`config.mk`:
```
export PLATFORM = sky130hd
export DESIGN_NAME = dac_out_scheduler
export DESIGN_NICKNAME = d
export VERILOG_FILES = /design/src/rtl/dac_sched_pkg.sv /design/src/rtl/dac_slot_timer.sv /design/src/rtl/dac_out_scheduler.sv
export SDC_FILE = /design/constraint.sdc
export NUM_CORES = 1
export LEC_CHECK = 0
export CAP_MARGIN = 20
export CORE_MARGIN = 2
export CORE_UTILIZATION = 49
export DETAILED_ROUTE_END_ITERATION = 6
export GPL_ROUTABILITY_DRIVEN = 0
export MAX_ROUTING_LAYER = met4
export PLACE_DENSITY = 0.9
export SYNTH_ARGS = -nofsm -noshare
export SYNTH_HDL_FRONTEND = slang
export SYNTH_SLANG_ARGS = --single-unit
```
`constraint.sdc`:
```
create_clock -name i_clk -period 3.01 [get_ports i_clk]
set_input_delay 0.4515 -clock i_clk [delete_from_list [all_inputs] [get_ports i_clk]]
set_output_delay 0.4515 -clock i_clk [all_outputs]
set_load 0.01 [all_outputs]
```
`src/rtl/dac_sched_pkg.sv`:
```
// Shared types and helpers for the DAC output scheduler: FSM states, grant
// encoding and the two's-complement to offset-binary conversion.
package dac_sched_pkg;

    typedef enum logic [1:0] {
        PARK      = 2'd0,
        WAIT_TICK = 2'd1,
        PENDING   = 2'd2
    } sched_state_t;

    typedef enum logic {
        GNT_ADC = 1'b0,
        GNT_CAL = 1'b1
    } grant_t;

    function automatic logic [31:0] midscale(input int unsigned width);
        return 32'd1 << (width - 1);
    endfunction

    // Flipping the sign bit maps signed -2^(w-1)..2^(w-1)-1 onto 0..2^w-1.
    function automatic logic [31:0] to_offset_bin(input logic [31:0] s, input int unsigned width);
        return s ^ midscale(width);
    endfunction

endpackage

```
`src/rtl/dac_slot_timer.sv`:
```
// Slot-rate divider: pulses o_tick once every i_rate_div+1 clocks while running.
// The divisor is captured at each boundary so a new rate starts with the next slot.
module dac_slot_timer #(
    parameter int DIV_WIDTH = 16
) (
    input  logic                 i_clk,
    input  logic                 i_rst,
    input  logic                 i_clr,
    input  logic [DIV_WIDTH-1:0] i_rate_div,
    output logic                 o_tick
);

    logic [DIV_WIDTH-1:0] r_count;
    logic [DIV_WIDTH-1:0] r_div;
    logic                 w_at_end;

    assign w_at_end = (r_count == r_div);
    assign o_tick   = ~i_clr & w_at_end;

    always_ff @(posedge i_clk) begin
        if (i_rst || i_clr || w_at_end) begin
            r_count <= '0;
            r_div   <= i_rate_div;
        end else begin
            r_count <= r_count + DIV_WIDTH'(1);
        end
    end

endmodule

```
`src/rtl/dac_out_scheduler.sv`:
```
// Paced round-robin feeder sharing one DAC write port between the ADC stream
// and the calibration source; parks the DAC at midscale when disabled.
module dac_out_scheduler
    import dac_sched_pkg::*;
#(
    parameter int DATA_WIDTH = 14,
    parameter int DIV_WIDTH  = 16,
    parameter int CNT_WIDTH  = 16
) (
    input  logic                  i_clk,
    input  logic                  i_rst,
    input  logic                  i_enable,
    input  logic [DIV_WIDTH-1:0]  i_rate_div,
    input  logic [DATA_WIDTH-1:0] i_adc_data,
    input  logic                  i_adc_valid,
    output logic                  o_adc_ready,
    input  logic [DATA_WIDTH-1:0] i_cal_data,
    input  logic                  i_cal_valid,
    output logic                  o_cal_ready,
    output logic [DATA_WIDTH-1:0] o_dac_data,
    output logic                  o_dac_wr,
    input  logic                  i_dac_busy,
    output logic [CNT_WIDTH-1:0]  o_underrun_cnt,
    output logic [CNT_WIDTH-1:0]  o_miss_cnt
);

    localparam logic [DATA_WIDTH-1:0] MID = DATA_WIDTH'(midscale(DATA_WIDTH));

    sched_state_t          r_state;
    sched_state_t          w_next_state;
    grant_t                r_last_grant;
    grant_t                w_grant;
    logic                  r_park_pend;
    logic                  r_dac_wr;
    logic [DATA_WIDTH-1:0] r_dac_data;
    logic [CNT_WIDTH-1:0]  r_underrun_cnt;
    logic [CNT_WIDTH-1:0]  r_miss_cnt;

    logic                  w_clr;
    logic                  w_tick;
    logic                  w_open;
    logic                  w_serve;
    logic                  w_any_valid;
    logic                  w_park_write;
    logic                  w_miss;
    logic [DATA_WIDTH-1:0] w_sel_data;

    // The timer only runs once the FSM has left PARK, so the first slot
    // after enabling is a full period away.
    assign w_clr = ~i_enable | (r_state == PARK);

    dac_slot_timer #(
        .DIV_WIDTH (DIV_WIDTH)
    ) u_timer (
        .i_clk      (i_clk),
        .i_rst      (i_rst),
        .i_clr      (w_clr),
        .i_rate_div (i_rate_div),
        .o_tick     (w_tick)
    );

    assign w_open       = i_enable & (((r_state == WAIT_TICK) & w_tick) | (r_state == PENDING));
    assign w_serve      = w_open & ~i_dac_busy & ~i_rst;
    assign w_any_valid  = i_adc_valid | i_cal_valid;
    assign w_park_write = (r_state == PARK) & r_park_pend & ~i_dac_busy;
    assign w_miss       = i_enable & (r_state == PENDING) & w_tick & i_dac_busy;

    always_comb begin
        w_grant = GNT_ADC;
        if (i_adc_valid && i_cal_valid) begin
            w_grant = (r_last_grant == GNT_CAL) ? GNT_ADC : GNT_CAL;
        end else if (i_cal_valid) begin
            w_grant = GNT_CAL;
        end
    end

    assign w_sel_data  = (w_grant == GNT_CAL) ? i_cal_data : i_adc_data;
    assign o_adc_ready = w_serve & i_adc_valid & (w_grant == GNT_ADC);
    assign o_cal_ready = w_serve & i_cal_valid & (w_grant == GNT_CAL);

    always_comb begin
        w_next_state = r_state;
        if (!i_enable) begin
            w_next_state = PARK;
        end else begin
            case (r_state)
                PARK:      w_next_state = WAIT_TICK;
                WAIT_TICK: if (w_tick && !w_serve) w_next_state = PENDING;
                PENDING:   if (w_serve) w_next_state = WAIT_TICK;
                default:   w_next_state = PARK;
            endcase
        end
    end

    always_ff @(posedge i_clk) begin
        if (i_rst) begin
            r_state        <= PARK;
            r_last_grant   <= GNT_CAL;
            r_park_pend    <= 1'b0;
            r_dac_wr       <= 1'b0;
            r_dac_data     <= MID;
            r_underrun_cnt <= '0;
            r_miss_cnt     <= '0;
        end else begin
            r_state  <= w_next_state;
            r_dac_wr <= 1'b0;

            if (w_serve && w_any_valid) begin
                r_dac_wr     <= 1'b1;
                r_dac_data   <= DATA_WIDTH'(to_offset_bin(32'(w_sel_data), DATA_WIDTH));
                r_last_grant <= w_grant;
            end else if (w_park_write) begin
                r_dac_wr   <= 1'b1;
                r_dac_data <= MID;
            end

            // A re-enable while the park write is still blocked abandons it.
            if (!i_enable && r_state != PARK) begin
                r_park_pend <= 1'b1;
            end else if (w_park_write || (i_enable && r_state == PARK)) begin
                r_park_pend <= 1'b0;
            end

            if (w_serve && !w_any_valid && r_underrun_cnt != '1) begin
                r_underrun_cnt <= r_underrun_cnt + CNT_WIDTH'(1);
            end
            if (w_miss && r_miss_cnt != '1) begin
                r_miss_cnt <= r_miss_cnt + CNT_WIDTH'(1);
            end
        end
    end

    assign o_dac_wr       = r_dac_wr;
    assign o_dac_data     = r_dac_data;
    assign o_underrun_cnt = r_underrun_cnt;
    assign o_miss_cnt     = r_miss_cnt;

endmodule
```
==> out/results.txt <==
The worst setup path is of the register to primary output kind. The share of synthesized registers carrying an async set or reset is 0. In this run the count of I/O pins placed on the die edge is 99. Before antenna repair, the detailed router went through 4 iterations.

The tools report the initial core utilization as 0.502. The tightest hold path in the finished design has a slack of 486 ps. In the final design database the tool counted 553 nets.

The maximum number of pins on one net before global-route repair was 51; the initial antenna violation count was 0. In this run the power density over the cells is 414 nW/um2. The routed wire length is 9440 um, and the die area is 8560 um2. The share of cells above drive strength 1 came out at 0.101. The logs give 0.475 for the fraction of the yosys area taken by sequential cells and 0.223 for the overall routing resource usage. The number of non-filler instances in the completed layout was 607; the worst slew margin relative to its limit was 0.631.

For the CTS H-tree depth, the log shows 3. Traced cell by cell, the critical path runs through xnor2_1 > nand4_1 > nor4_4 > a21o_1 > and3_1 > clkdlybuf4s50_1. The tools report the post-detailed-placement half-perimeter wirelength as 6430 um. The total via count after detailed routing was 3484. In this run the tool buffered the top-level ports with 98 buffer cells. The final hold violation count was 0; the data arrival time of the critical path was 2430 ps. The proportion of netlist area held by the largest area contributor was 0.350. In this run the worst hold path is classified as register to register.

Across the run, the number of max-cap violations was 0. On the final layout, the worst clock skew is 10.0 ps. The worst setup path is launched from a register. For the max-slew violation total from the final report, the log shows 0. TritonCTS built the clock tree.

The clock root buffer master was clkbuf_8. The total congestion overflow came out at 0. The worst hold path begins at o_dac_data[9]$_SDFFE_PP0P_.

The number of routed nets with antenna violations was 0. The critical path runs through a total of 6 cells. The number of cells on the worst hold path is 1. Summing all placed instances gives a cell area of 4910 um2. STA puts the critical path data required time at 2560 ps. The tools report the endpoint of the worst hold-timing path as o_dac_data[9]$_SDFFE_PP0P_.

Clock-pin slew was measured on the worst setup and hold paths at 90 ps. The cell area after layout was 5190 um2. The total buffers and inverters traversed by the critical path is 1. The number of global-route vias before repair was 3192; the number of inserted diodes was 0. After technology mapping, the gate count stands at 398. The run finished with clean final reports. The run gives 0.679 as the final cell utilization of the core. The area of the core region was 7650 um2. Count of flip-flops with a built-in enable after synthesis: 16. By area the synthesized netlist is led by dfxtp_1 (35%), edfxtp_1 (13%), xnor2_1 (6.2%), mux2i_1 (4.2%), a21oi_1 (3.4%). The main flop type after synthesis was dfxtp_1.

The post-synthesis to final-layout area growth was 35.4%. The number of DRC markers in iteration 0 is 106. The largest single stage delay on the critical path is 560 ps.

The synthesized netlist occupies a cell area of 3840 um2. After synthesis, the netlist uses 44 different library cells. The number of buffers inserted during clock tree synthesis was 9. The capturing element type of the critical path was a primary output.

For this design, the CTS-stage hold fixing added 0 buffers. The number of remaining DRC errors is 0. Once routing completed, OpenROAD measured the worst setup slack at 124 ps.

The via density per instance came out at 5.74. For the finished layout, the period the worst path requires is 2890 ps. dfxtp_1 takes more of the synthesized area than any other cell. The worst-case IR drop observed on VDD is 0.000271 V. The first global-routing pass estimated 14600 um of wire. The total of flip-flops plus latches after synthesis was 83. The design draws 2.15 mW.

The tools report the worst flop-to-flop path endpoint as o_miss_cnt[13]$_SDFFE_PP0P_. In this run the mean area of a mapped cell was 9.64 um2. OpenSTA, run right after detailed placement, puts the worst setup slack at 90.5 ps.

The cell with the biggest individual delay on the critical path was clkdlybuf4s50_1. In the final routed layout, each cell accounts on average for 15.6 um. The post-route fraction of the period consumed by the critical path was 0.959; the warning count from the yosys run was 0.

At the later pin of the worst-skew pair, clock insertion delay measures 350 ps. For this design the static power due to leakage is 1.79 nW. The depth of the worst register-to-register path was 6. The tools report the setup total negative slack as 0 ps. Static timing analysis puts the maximum clock frequency at 0.346 GHz. The worst-path maximum fanout was 3. At the pin with the least slew margin, the transition time is 554 ps.

In this run the critical register-to-register path is launched from u_timer.r_count[2]$_SDFF_PP0_. The slack of the worst reg-to-reg path was 630 ps. Synthesis produced a netlist with a net count of 451.

The height of the chip is 92.5 um. On the critical path the largest part of the delay comes from simple AND/OR/NAND/NOR gates. Setup violations remaining at the end of the flow were counted as 0. The die is 92.5 um wide.

The clock passes through at most 2 buffers. The number of placed instances, taps included, is 585. The cell row count was 32.

The run gives 83 as the count of clock tree sinks.
==> layer usage <==
layer  wire length, um  GRT usage  vias to the layer above
met1              4080      0.261                     1650
met4               181     0.0908                        0
met5                 0          -                        -
li1                  -          -                     1705
met2              4720      0.372                      114
met3               451     0.0488                       15
==> logic make-up after synthesis <==
kind of cell,count (synthesis),synth area share
xor gates and xnor gates,34,0.0776
muxes,16,0.0417
adders and majority gates,3,0.00978
AOI/OAI and AO/OA,79,0.140
and+or+nand+nor,156,0.227
DFF,83,0.475
buffers and inverters,27,0.0290
==> cell usage after synthesis (14+ instances only) <==
master    count
dfxtp_1      67
nor2_1       34
xnor2_1      27
a21oi_1      26
nand2_1      17
nand4_1      17
clkbuf_1     16
edfxtp_1     16
mux2i_1      16
nand3_1      16
or4_1        15
nor4_1       14
o31ai_1      14
==> cells in the final DEF (no fill, tap or decap), types with 3 or more instances in the layout <==
cell and instances:
xnor2_1 27, a31o_2 13, ha_1 3, nor2b_1 3, dfxtp_1 63, nand3_1 16, clkbuf_8 9, inv_1 8
o31ai_1 14, a21oi_1 26, clkdlybuf4s50_1 98, nand4_1 17, nand2_1 17, o21ba_2 3, o21a_1 4, edfxtp_1 16
and3_1 12, and4_1 3, o21ai_0 8, nor2_1 34, buf_4 11, nor4_1 14, dfxtp_2 4, xor2_1 7
or3_1 9, nor3_1 8, or4_1 15, mux2i_1 16
==> final cells by class <==
cell class,instances,area [um2]
clock buffers,10,128
clock inverters,6,81.3
fillers,598,2450
inverters,8,30.0
multi-input cells,288,1910
flip-flops and latches,83,1830
well taps,102,128
repair buffers,110,1090
==> flip-flops by register name, indices dropped and copies added, names as in the netlist <==
| register | flops |
|---|---|
| o_dac_wr | 1 |
| u_timer.r_count | 16 |
| r_park_pend | 1 |
| r_last_grant | 1 |
| r_state | 2 |
| u_timer.r_div | 16 |
| o_miss_cnt | 16 |
| o_dac_data | 14 |
| o_underrun_cnt | 16 |
==> how the worst max path moves through the flow <==
| stage | startpoint | slack (ps) | end |
|---|---|---|---|
| 4_1_cts | u_timer.r_count[2]$_SDFF_PP0_ | 50 | o_adc_ready |
| 2_1_floorplan | u_timer.r_div[7]$_DFFE_PP_ | 470 | u_timer.r_div[0]$_DFFE_PP_ |
| 3_5_place_dp | i_enable | 90 | o_adc_ready |
| 6_report | u_timer.r_div[5]$_DFFE_PP_ | 120 | o_adc_ready |
| 5_1_grt | u_timer.r_div[13]$_DFFE_PP_ | -2 | o_adc_ready |
| 3_3_place_gp | i_rst | 120 | o_adc_ready |
==> power by group <==
part	internal, mW	total, mW	switching (mW)
logic	0.0860	0.146	0.0603
clock network	0.462	0.851	0.389
registers	1.15	1.16	0.00834
total	1.69	2.15	0.458
==> repair_timing <==
item	CTS	global route
endpoints found under the hold margin	0	0
setup buffers	1	2
pin swaps	1	1
resized for setup	0	5
setup endpoints to repair	1	1
(Power assumes the default switching activity.)
